### src/rtl/physics_pkg.sv
// Shared definitions for the physics sequencer: FSM state encoding,
// position field layout, counter width and default blast-zone bounds.
package physics_pkg;

    // Sequencer states; values are visible on state_out.
    typedef enum logic [1:0] {
        ST_IDLE      = 2'd0,
        ST_KNOCKBACK = 2'd1,
        ST_HITSTUN   = 2'd2,
        ST_RESPAWN   = 2'd3
    } phys_state_e;

    // Position word layout: x in the upper half, y in the lower half.
    localparam int POS_W = 16;
    localparam int CNT_W = 18;

    typedef struct packed {
        logic signed [POS_W-1:0] x;
        logic signed [POS_W-1:0] y;
    } pos_t;

    // Default blast zone; a coordinate equal to a bound is still in play.
    localparam logic signed [POS_W-1:0] DEF_BLAST_LEFT   = -16'sd200;
    localparam logic signed [POS_W-1:0] DEF_BLAST_RIGHT  = 16'sd840;
    localparam logic signed [POS_W-1:0] DEF_BLAST_BOTTOM = -16'sd200;
    localparam logic signed [POS_W-1:0] DEF_BLAST_TOP    = 16'sd680;

    // Strictly outside [lo, hi] using signed compares.
    function automatic logic out_of_range(
        input logic signed [POS_W-1:0] v,
        input logic signed [POS_W-1:0] lo,
        input logic signed [POS_W-1:0] hi
    );
        return (v < lo) || (v > hi);
    endfunction

endpackage

### src/rtl/phys_seq_bounds.sv
// Combinational blast-zone check: raises oob when the player position
// lies strictly outside any of the four bounds.
module phys_seq_bounds
    import physics_pkg::*;
#(
    parameter logic signed [POS_W-1:0] BLAST_LEFT   = DEF_BLAST_LEFT,
    parameter logic signed [POS_W-1:0] BLAST_RIGHT  = DEF_BLAST_RIGHT,
    parameter logic signed [POS_W-1:0] BLAST_BOTTOM = DEF_BLAST_BOTTOM,
    parameter logic signed [POS_W-1:0] BLAST_TOP    = DEF_BLAST_TOP
) (
    input  logic [2*POS_W-1:0] position,
    output logic               oob
);

    pos_t pos_s;

    // Split the position word and compare each axis against its bounds
    always_comb begin
        pos_s = position;
        oob   = out_of_range(pos_s.x, BLAST_LEFT, BLAST_RIGHT) |
                out_of_range(pos_s.y, BLAST_BOTTOM, BLAST_TOP);
    end

endmodule

### src/rtl/physics_sequencer.sv
// Hit / knockback / hitstun / respawn sequencer driving the physics block.
// One shared down-counter times every window; all outputs are registered
// from the next-state decode so they line up with state_out.
// Optional feature macro: PHYS_SEQ_INVULN_EN adds a post-respawn
// invulnerability window during which hits are ignored.
module physics_sequencer
    import physics_pkg::*;
#(
    parameter int                      KB_CYCLES      = 2048,
    parameter int                      HITSTUN_CYCLES = 65536,
    parameter int                      RESPAWN_CYCLES = 16,
    parameter logic signed [POS_W-1:0] BLAST_LEFT     = DEF_BLAST_LEFT,
    parameter logic signed [POS_W-1:0] BLAST_RIGHT    = DEF_BLAST_RIGHT,
    parameter logic signed [POS_W-1:0] BLAST_BOTTOM   = DEF_BLAST_BOTTOM,
    parameter logic signed [POS_W-1:0] BLAST_TOP      = DEF_BLAST_TOP,
    parameter int                      INVULN_CYCLES  = 131072
) (
    input  logic               clock,
    input  logic               reset,
    input  logic               hit_valid,
    input  logic [2*POS_W-1:0] position,
    input  logic               freeze_req,
    output logic               attack_out,
    output logic               freeze_out,
    output logic               phys_reset,
    output logic               ko_pulse,
    output logic [1:0]         state_out,
    output logic               invuln_out
);

    localparam logic [CNT_W-1:0] CNT_ZERO = {CNT_W{1'b0}};
    localparam logic [CNT_W-1:0] CNT_ONE  = {{(CNT_W-1){1'b0}}, 1'b1};
    localparam logic [CNT_W-1:0] KB_LOAD  = CNT_W'(KB_CYCLES - 32'sd1);
    localparam logic [CNT_W-1:0] HS_LOAD  = CNT_W'(HITSTUN_CYCLES - 32'sd1);
    localparam logic [CNT_W-1:0] RS_LOAD  = CNT_W'(RESPAWN_CYCLES - 32'sd1);

    // Every window length must fit the 18-bit counter and be non-empty
    if (KB_CYCLES < 32'sd1 || KB_CYCLES > 32'sd262144 ||
        HITSTUN_CYCLES < 32'sd1 || HITSTUN_CYCLES > 32'sd262144 ||
        RESPAWN_CYCLES < 32'sd1 || RESPAWN_CYCLES > 32'sd262144 ||
        INVULN_CYCLES < 32'sd1 || INVULN_CYCLES > 32'sd262144) begin : g_bad_cfg
        $error("physics_sequencer: cycle parameter out of range");
    end

    phys_state_e      state_q, state_d;
    logic [CNT_W-1:0] cnt_q, cnt_d;
    logic             attack_q, attack_d;
    logic             freeze_q, freeze_d;
    logic             preset_q, preset_d;
    logic             ko_q, ko_d;
    logic             oob_s;
    logic             hit_s;

    phys_seq_bounds #(
        .BLAST_LEFT   (BLAST_LEFT),
        .BLAST_RIGHT  (BLAST_RIGHT),
        .BLAST_BOTTOM (BLAST_BOTTOM),
        .BLAST_TOP    (BLAST_TOP)
    ) u_bounds (
        .position (position),
        .oob      (oob_s)
    );

`ifdef PHYS_SEQ_INVULN_EN
    localparam logic [CNT_W-1:0] INV_LOAD = CNT_W'(INVULN_CYCLES - 32'sd1);

    logic [CNT_W-1:0] inv_q, inv_d;
    logic             invuln_q, invuln_d;

    // Arm invulnerability on respawn exit, count it down, and mask hits meanwhile
    always_comb begin
        inv_d = inv_q;
        if (state_q == ST_RESPAWN && cnt_q == CNT_ZERO) begin
            inv_d = INV_LOAD;
        end else if (inv_q != CNT_ZERO) begin
            inv_d = inv_q - CNT_ONE;
        end else begin
            inv_d = inv_q;
        end
        invuln_d = (inv_d != CNT_ZERO);
        hit_s    = hit_valid & (inv_q == CNT_ZERO);
    end

    // Invulnerability counter and its registered flag
    always_ff @(posedge clock or posedge reset) begin
        if (reset) begin
            inv_q    <= CNT_ZERO;
            invuln_q <= 1'b0;
        end else begin
            inv_q    <= inv_d;
            invuln_q <= invuln_d;
        end
    end

    assign invuln_out = invuln_q;
`else
    // Hits are always accepted when there is no invulnerability window
    always_comb begin
        hit_s = hit_valid;
    end

    assign invuln_out = 1'b0;
`endif

    // Next state / counter; oob outranks hits everywhere except RESPAWN
    always_comb begin
        state_d = state_q;
        cnt_d   = cnt_q;
        case (state_q)
            ST_IDLE: begin
                if (oob_s) begin
                    state_d = ST_RESPAWN;
                    cnt_d   = RS_LOAD;
                end else if (hit_s) begin
                    state_d = ST_KNOCKBACK;
                    cnt_d   = KB_LOAD;
                end else begin
                    cnt_d   = CNT_ZERO;
                end
            end
            ST_KNOCKBACK: begin
                if (oob_s) begin
                    state_d = ST_RESPAWN;
                    cnt_d   = RS_LOAD;
                end else if (cnt_q == CNT_ZERO) begin
                    state_d = ST_HITSTUN;
                    cnt_d   = HS_LOAD;
                end else begin
                    cnt_d   = cnt_q - CNT_ONE;
                end
            end
            ST_HITSTUN: begin
                if (oob_s) begin
                    state_d = ST_RESPAWN;
                    cnt_d   = RS_LOAD;
                end else if (hit_s) begin
                    // Combo: a new knockback window, attack_out re-rises next cycle
                    state_d = ST_KNOCKBACK;
                    cnt_d   = KB_LOAD;
                end else if (cnt_q == CNT_ZERO) begin
                    state_d = ST_IDLE;
                    cnt_d   = CNT_ZERO;
                end else begin
                    cnt_d   = cnt_q - CNT_ONE;
                end
            end
            ST_RESPAWN: begin
                if (cnt_q == CNT_ZERO) begin
                    state_d = ST_IDLE;
                    cnt_d   = CNT_ZERO;
                end else begin
                    cnt_d   = cnt_q - CNT_ONE;
                end
            end
            default: begin
                state_d = ST_IDLE;
                cnt_d   = CNT_ZERO;
            end
        endcase

        attack_d = (state_d == ST_KNOCKBACK);
        freeze_d = (state_d == ST_HITSTUN) | freeze_req;
        preset_d = (state_d == ST_RESPAWN);
        ko_d     = (state_d == ST_RESPAWN) && (state_q != ST_RESPAWN);
    end

    // State, shared counter and registered outputs
    always_ff @(posedge clock or posedge reset) begin
        if (reset) begin
            state_q  <= ST_IDLE;
            cnt_q    <= CNT_ZERO;
            attack_q <= 1'b0;
            freeze_q <= 1'b0;
            preset_q <= 1'b0;
            ko_q     <= 1'b0;
        end else begin
            state_q  <= state_d;
            cnt_q    <= cnt_d;
            attack_q <= attack_d;
            freeze_q <= freeze_d;
            preset_q <= preset_d;
            ko_q     <= ko_d;
        end
    end

    assign attack_out = attack_q;
    assign freeze_out = freeze_q;
    assign phys_reset = preset_q;
    assign ko_pulse   = ko_q;
    assign state_out  = state_q;

endmodule

### config.mk
export PLATFORM = sky130hd
export DESIGN_NAME = physics_sequencer
export DESIGN_NICKNAME = d
export VERILOG_FILES = /design/src/rtl/physics_pkg.sv /design/src/rtl/phys_seq_bounds.sv /design/src/rtl/physics_sequencer.sv
export SDC_FILE = /design/constraint.sdc
export NUM_CORES = 1
export LEC_CHECK = 0
export CELL_PAD_IN_SITES_DETAIL_PLACEMENT = 1
export CELL_PAD_IN_SITES_GLOBAL_PLACEMENT = 1
export CORE_ASPECT_RATIO = 1.2
export CORE_MARGIN = 2
export CORE_UTILIZATION = 39
export CTS_CLUSTER_SIZE = 8
export DETAILED_ROUTE_END_ITERATION = 8
export PLACE_DENSITY_LB_ADDON = 0.2
export SETUP_SLACK_MARGIN = 0.5
export SKIP_CTS_REPAIR_TIMING = 1
export SYNTH_ARGS = -nofsm -noshare
export SYNTH_HDL_FRONTEND = slang
export SYNTH_HIERARCHICAL = 1
export SYNTH_SLANG_ARGS = --single-unit
export TNS_END_PERCENT = 1
### constraint.sdc
create_clock -name clock -period 3.3 [get_ports clock]
set_input_delay 0.495 -clock clock [delete_from_list [all_inputs] [get_ports clock]]
set_output_delay 0.495 -clock clock [all_outputs]
set_load 0.05 [all_outputs]
==> results by group, run 1 <==
Die
  • Die Ht: 74.0 microns
  • Core area: 3940 sq um
  • I/O Pins: 43
  • Initial Util: 40.4%
  • Die width: 62.4 microns
  • Die Area: 4620 sq um
  • Rows: 25

Clock tree
  • Reg clk slew, reported paths: 80 ps
  • H-Tree Depth: 1
  • Sink Count: 24
  • CTS tree: yes
  • Clock latency on the worst-skew pair: 260 ps
  • CTS buffer count: 3
  • Clock Tree Buf Depth: 2
  • CTS root buffer: clkbuf_8

Synth
  • Fraction of the yosys area taken by sequential cells: 37.7%
  • Count of flip-flops with a built-in enable after synthesis: 0
  • Syn_area_per_cell: 9.38 sq um
  • Mapped Area: 1590 sq um
  • Yosys warning total: 6
  • Ys flop type: dfrtp_1
  • Unique cell type count in the Yosys netlist: 49
  • Syn_nets: 208
  • Asr flop ratio synth: 100%
  • FF+latch count, synth: 24
  • Top cell type's share of synthesized area: 37.7%
  • Synthesized netlist cell count: 170
  • Area contributors post-synth: dfrtp_1 (38%), xnor2_1 (7.1%), a21oi_1 (4.1%), o21ai_0 (4.1%), nor2_1 (3.8%)
  • Synth area leader: dfrtp_1

Final layout
  • Most common cell after layout, fill and taps aside: clkdlybuf4s50_1
  • Most frequent cells in the layout: clkdlybuf4s50_1 (41), dfrtp_1 (24), nor2_1 (16)
  • # fillers: 475
  • Area grow syn2layout: 31.0%
  • Final nets: 248
  • Antenna cells: 0
  • Ratio of cells with drive above 1 in the final layout: 8.61%

Critical path
  • RR Endpoint: cnt_q[10]
  • Arr. time, crit path: 2770 ps
  • CP Launch Type: input port
  • Reg2Reg Depth: 7
  • Flop2flop setup slack: 860 ps
  • Req. time, crit path: 3490 ps
  • R2r startpoint: cnt_q[0]
  • Crit-path max FO: 14
  • CP endpoint kind: flip-flop
  • Setup CP Type: input port to flip-flop

Detailed routing
  • Vias: 1469
  • Final ANT Viol Nets: 0
  • Initial drt markers: 41
  • Final wirelength: 4280 microns
  • Routed vias/inst: 5.59
  • Routed length per instance: 16.3 microns
  • DRC viols: 0
  • DRT Pass-1 Iters: 4

Timing
  • Maximum clock rate: 0.386 GHz
  • Unrepaired setup endpoints after global routing: no
  • Slew at the pin closest to its max-slew limit: 951 ps
  • Setup Skew: 1.52 ps
  • Fin. Hold Viols: 0
  • Max transition margin: 36.5%
  • Final Setup Violations: 0
  • Final Cycle Share: 78.4%
  • Period minus WS final: 2590 ps
  • Setup TNS: 0 ps
  • Worst hold slack: 577 ps
  • Pins Over Slew Limit: 0

Global route
  • Vias in the first global route: 1566
  • Initial antenna violation count: 0
  • Total track usage: 19.6%
  • First-pass GRT wire length: 7220 microns
  • Grt ovf: 0
  • Largest net degree at the start of global routing: 25

Min path
  • Hold Path Sink: cnt_q[17]
  • Hold Crit Class: flip-flop to flip-flop
  • Hold Path Origin: cnt_q[17]
  • Hold path cells: 2

Outcome
  • Outcome: completed

Place
  • PortBufs: 41
  • DP Wirelength: 3360 microns
  • Gp weighted congestion: 0.833

Power
  • P_leak: 0.803 nW
  • VDD IR-drop max: 0.197 mV
  • Power Dens Cells: 713 nW/um^2

Flow run
  • Max_cap viols: 0
-- worst max-delay path, cell delays in order --
cell and delay [ps]:
clkdlybuf4s50_1 470, nor4b_1 360, nand4_1 130, a31oi_1 210, o32ai_1 90, buf_4 190, o21bai_1 420, a31oi_2 220
a21oi_1 190
-- metrics by stage --
step,setup WS [ps],std cells,power (mW),instance area [sq um],util (%)
2_1_floorplan,1170,170,1.08,1590,-
3_3_place_gp,603,259,1.26,2030,51.6
3_5_place_dp,458,259,1.29,2030,51.6
4_1_cts,742,263,1.50,2090,53.0
5_1_grt,526,263,1.61,2090,53.0
6_report,711,263,1.49,2090,53.0
-- layer usage --
layer	up-vias	share of wire [%]	GRT usage (%)
met1	710	40	21.8
met5	-	0	0
met4	0	1.7	7.16
met3	6	3.2	2.27
met2	41	55	38.9
li1	712	-	-
-- cell families (layout without fill, tap and decap cells) --
| family | after synthesis | in the layout | synth area share (%) |
|---|---|---|---|
| and+or+nand+nor | 62 | 62 | 25.4 |
| AOI/OAI and AO/OA | 51 | 51 | 22.1 |
| DFF | 24 | 24 | 37.7 |
| xor gates and xnor gates | 15 | 15 | 8.24 |
| buffers and inverters | 15 | 54 | 4.79 |
| adders and majority gates | 2 | 2 | 1.57 |
| other | 1 | 1 | 0.235 |
-- area by class of cell --
class / instances / area, sq um / share of cell area [%]
sequential: 24 / 601 / 28.8
timing repair buffer: 42 / 418 / 20.0
tap: 54 / 67.6 / 3.24
inverter: 8 / 30.0 / 1.44
multi-input combinational: 131 / 917 / 43.9
clock buffer: 4 / 55.1 / 2.64
-- report_power, final --
group	switching, mW	leakage [nW]	total [mW]	internal (mW)
logic	0.391	0.474	0.735	0.344
registers	0.156	0.300	0.559	0.403
clock network	0.0892	0.0288	0.196	0.106
total	0.637	0.803	1.49	0.853
-- cells in the mapped netlist (2+ instances only) --
cell type,number
a21oi_1,13
a311oi_1,2
a31oi_1,2
buf_6,2
clkbuf_1,3
dfrtp_1,24
ha_1,2
inv_1,8
nand2_1,7
nand4_1,4
nor2_1,16
nor2b_1,2
nor3_1,8
nor3_2,2
nor3b_1,3
nor4_1,4
nor4b_1,2
o21ai_0,13
o21bai_1,2
o221ai_1,4
o31a_1,2
o32ai_1,3
or4_4,3
xnor2_1,13
xor2_1,2
-- how the worst max path moves through the flow --
stage | start | end | cells past startpoint
2_1_floorplan | cnt_q[0] | cnt_q[10] | 7
3_3_place_gp | position[8] | cnt_q[10] | 10
3_5_place_dp | position[8] | cnt_q[13] | 9
4_1_cts | position[8] | cnt_q[13] | 9
5_1_grt | position[8] | cnt_q[13] | 9
6_report | position[8] | cnt_q[13] | 9
-- flip-flops by register name, summed over array words and instances (netlist names) --
name	count
cnt_q	18
state_out	2
attack_out	1
freeze_out	1
ko_pulse	1
phys_reset	1
(Power assumes the default switching activity.)
==> run 2: changes to the inputs <==
--- a/config.mk
+++ b/config.mk
@@ -9,7 +9,7 @@
 export CELL_PAD_IN_SITES_GLOBAL_PLACEMENT = 1
 export CORE_ASPECT_RATIO = 1.2
 export CORE_MARGIN = 2
-export CORE_UTILIZATION = 39
+export CORE_UTILIZATION = 32
 export CTS_CLUSTER_SIZE = 8
 export DETAILED_ROUTE_END_ITERATION = 8
 export PLACE_DENSITY_LB_ADDON = 0.2
==> constraint.sdc (replaced) <==
create_clock -name clock -period 2.3 [get_ports clock]
set_input_delay 0.345 -clock clock [delete_from_list [all_inputs] [get_ports clock]]
set_output_delay 0.345 -clock clock [all_outputs]
set_load 0.05 [all_outputs]
==> run 2 against run 1 <==
Against the previous run: clock power increased by 91%; die area up 21%; via count rose by 9.4%; register-to-register slack got worse by 840 ps; core utilization decreased by 3.1 points; setup slack lost 690 ps; count of clock-buffer cells in the layout fell by 1; highest routed layer unchanged; critical path type is now flip-flop to flip-flop; non-clock buffer count rose by 28.
==> results by group, run 2 (synthesis gave the netlist of run 1 again) <==
Outcome
  • Outcome: completed

Timing
  • Final Setup Violations: 0
  • Worst hold slack: 433 ps
  • Pins Over Slew Limit: 0
  • Slew at the pin closest to its max-slew limit: 517 ps
  • Max transition margin: 65.4%
  • Period minus WS final: 2280 ps
  • Maximum clock rate: 0.439 GHz
  • Fin worst setup slack: 23.9 ps
  • Final Cycle Share: 99.0%
  • Unrepaired setup endpoints after global routing: yes
  • Fin. Hold Viols: 0
  • Setup Skew: 8.28 ps

Place
  • Worst slack at placement: -291 ps
  • DP Wirelength: 3820 microns
  • Gp weighted congestion: 0.906
  • Placed cell count: 285
  • PortBufs: 41

Final layout
  • Most common cell after layout, fill and taps aside: clkdlybuf4s50_1
  • Area grow syn2layout: 52.4%
  • # fillers: 553
  • Largest register FFs: 18
  • Final Non-Filler Cells: 297
  • Final nets: 276
  • Antenna cells: 0
  • Ratio of cells with drive above 1 in the final layout: 25.7%
  • Top reg by flops: cnt_q
  • Most frequent cells in the layout: clkdlybuf4s50_1 (41), buf_4 (29), dfrtp_1 (24)

Critical path
  • Crit-path max FO: 6
  • CP endpoint kind: flip-flop
  • Req. time, crit path: 2420 ps
  • Critical Path Start: cnt_q[3]
  • Slowest cell on the critical path: or4_4
  • Arr. time, crit path: 2400 ps
  • CP Launch Type: flip-flop
  • Crit-path cells: or4_4 > or3_4 > or2_4 > a31oi_4 > o21ai_1
  • R2r startpoint: cnt_q[3]
  • CP peak stage delay: 570 ps
  • RR Endpoint: cnt_q[6]
  • Flop2flop setup slack: 20 ps
  • Reg2Reg Depth: 5
  • Setup CP Type: flip-flop to flip-flop

Die
  • Core area: 4870 sq um
  • Die Ht: 81.3 microns
  • Die Area: 5560 sq um
  • I/O Pins: 43
  • Die width: 68.4 microns
  • Rows: 28
  • Initial Util: 32.7%

Power
  • VDD IR-drop max: 0.312 mV
  • P_leak: 0.955 nW
  • Tot Pwr: 2.55 mW
  • Power Dens Cells: 1050 nW/um^2

Global route
  • Grt ovf: 0
  • First-pass GRT wire length: 7850 microns
  • Largest net degree at the start of global routing: 25
  • Total track usage: 18.5%
  • Initial antenna violation count: 0
  • Vias in the first global route: 1718

Clock tree
  • CTS buffer count: 3
  • Clock Tree Buf Depth: 2
  • Clock latency on the worst-skew pair: 270 ps
  • CTS root buffer: clkbuf_8
  • CTS tree: yes
  • Reg clk slew, reported paths: 90 ps
  • H-Tree Depth: 1
  • Sink Count: 24

Min path
  • Hold Crit Class: input port to async pin

Detailed routing
  • Final ANT Viol Nets: 0
  • Vias: 1607
  • Final wirelength: 5000 microns
  • Initial drt markers: 46
  • Routed length per instance: 16.8 microns
  • DRT Pass-1 Iters: 4
  • Routed vias/inst: 5.41
  • DRC viols: 0

Flow run
  • Max_cap viols: 0
==> run 2: cell types whose count changed in the layout (fill, tap and decap cells not counted), moves of 2 or more <==
cell,delta
buf_4,+28
o21ai_0,-7
o21ai_1,+5
inv_1,-2
inv_2,+2
nor3b_1,-2
nor3b_2,+2
o21ai_2,+2
==> run 2: routing by layer <==
metal  track usage (%)  part of all wire (%)
met1              20.9                    40
met2              35.2                    56
met3              1.80                   2.5
met4              5.60                   1.1
met5                 0                     0
==> run 2: worst max-delay path: cells and delay by family, from the launching register on <==
family | cells | cell delay (ps)
compound gates | 2 | 420
flops | 1 | 380
simple gates | 3 | 1330
==> run 2: layout make-up <==
type	instances	area [sq um]	share of cell area (%)
inverters	8	30.0	1.24
clock inverters	1	30.0	1.24
multi-input cells	131	1020	42.2
well taps	60	75.1	3.09
clock buffers	3	41.3	1.70
repair buffers	70	628	25.8
flip-flops and latches	24	601	24.7
==> run 2: how the worst max path moves through the flow <==
| stage | endpoint | slack [ps] | depth (start not counted) |
|---|---|---|---|
| floorplan | cnt_q[10] | 250 | 7 |
| global placement | cnt_q[10] | -220 | 10 |
| detailed placement | cnt_q[9] | -290 | 9 |
| CTS | cnt_q[8] | -40 | 9 |
| global route | cnt_q[9] | -40 | 6 |
| finish | cnt_q[6] | 20 | 5 |
==> run 2: per-stage QoR <==
stage / TNS [ps] / utilization, % / cell area [sq um]
after floorplan: 0 / - / 1600
after global placement: -2300 / 45.2 / 2200
after detailed placement: -4490 / 45.2 / 2200
after global routing: -110 / 49.9 / 2430
after CTS: -58.8 / 46.7 / 2270
final: 0 / 49.9 / 2430
==> run 2: power breakdown <==
group | total [mW] | switching [mW] | internal, mW
Combinational | 1.46 | 0.759 | 0.698
Sequential | 0.716 | 0.138 | 0.578
Clock | 0.374 | 0.141 | 0.233
Total | 2.55 | 1.04 | 1.51
==> run 3: changes to the inputs <==
--- a/config.mk
+++ b/config.mk
@@ -10,11 +10,13 @@
 export CORE_ASPECT_RATIO = 1.2
 export CORE_MARGIN = 2
 export CORE_UTILIZATION = 32
+export CTS_CLUSTER_DIAMETER = 30
 export CTS_CLUSTER_SIZE = 8
 export DETAILED_ROUTE_END_ITERATION = 8
 export PLACE_DENSITY_LB_ADDON = 0.2
 export SETUP_SLACK_MARGIN = 0.5
 export SKIP_CTS_REPAIR_TIMING = 1
+export SLEW_MARGIN = 20
 export SYNTH_ARGS = -nofsm -noshare
 export SYNTH_HDL_FRONTEND = slang
 export SYNTH_HIERARCHICAL = 1
==> results of run 3 <==
Final layout, timing and power as in run 2 (identical DEF).
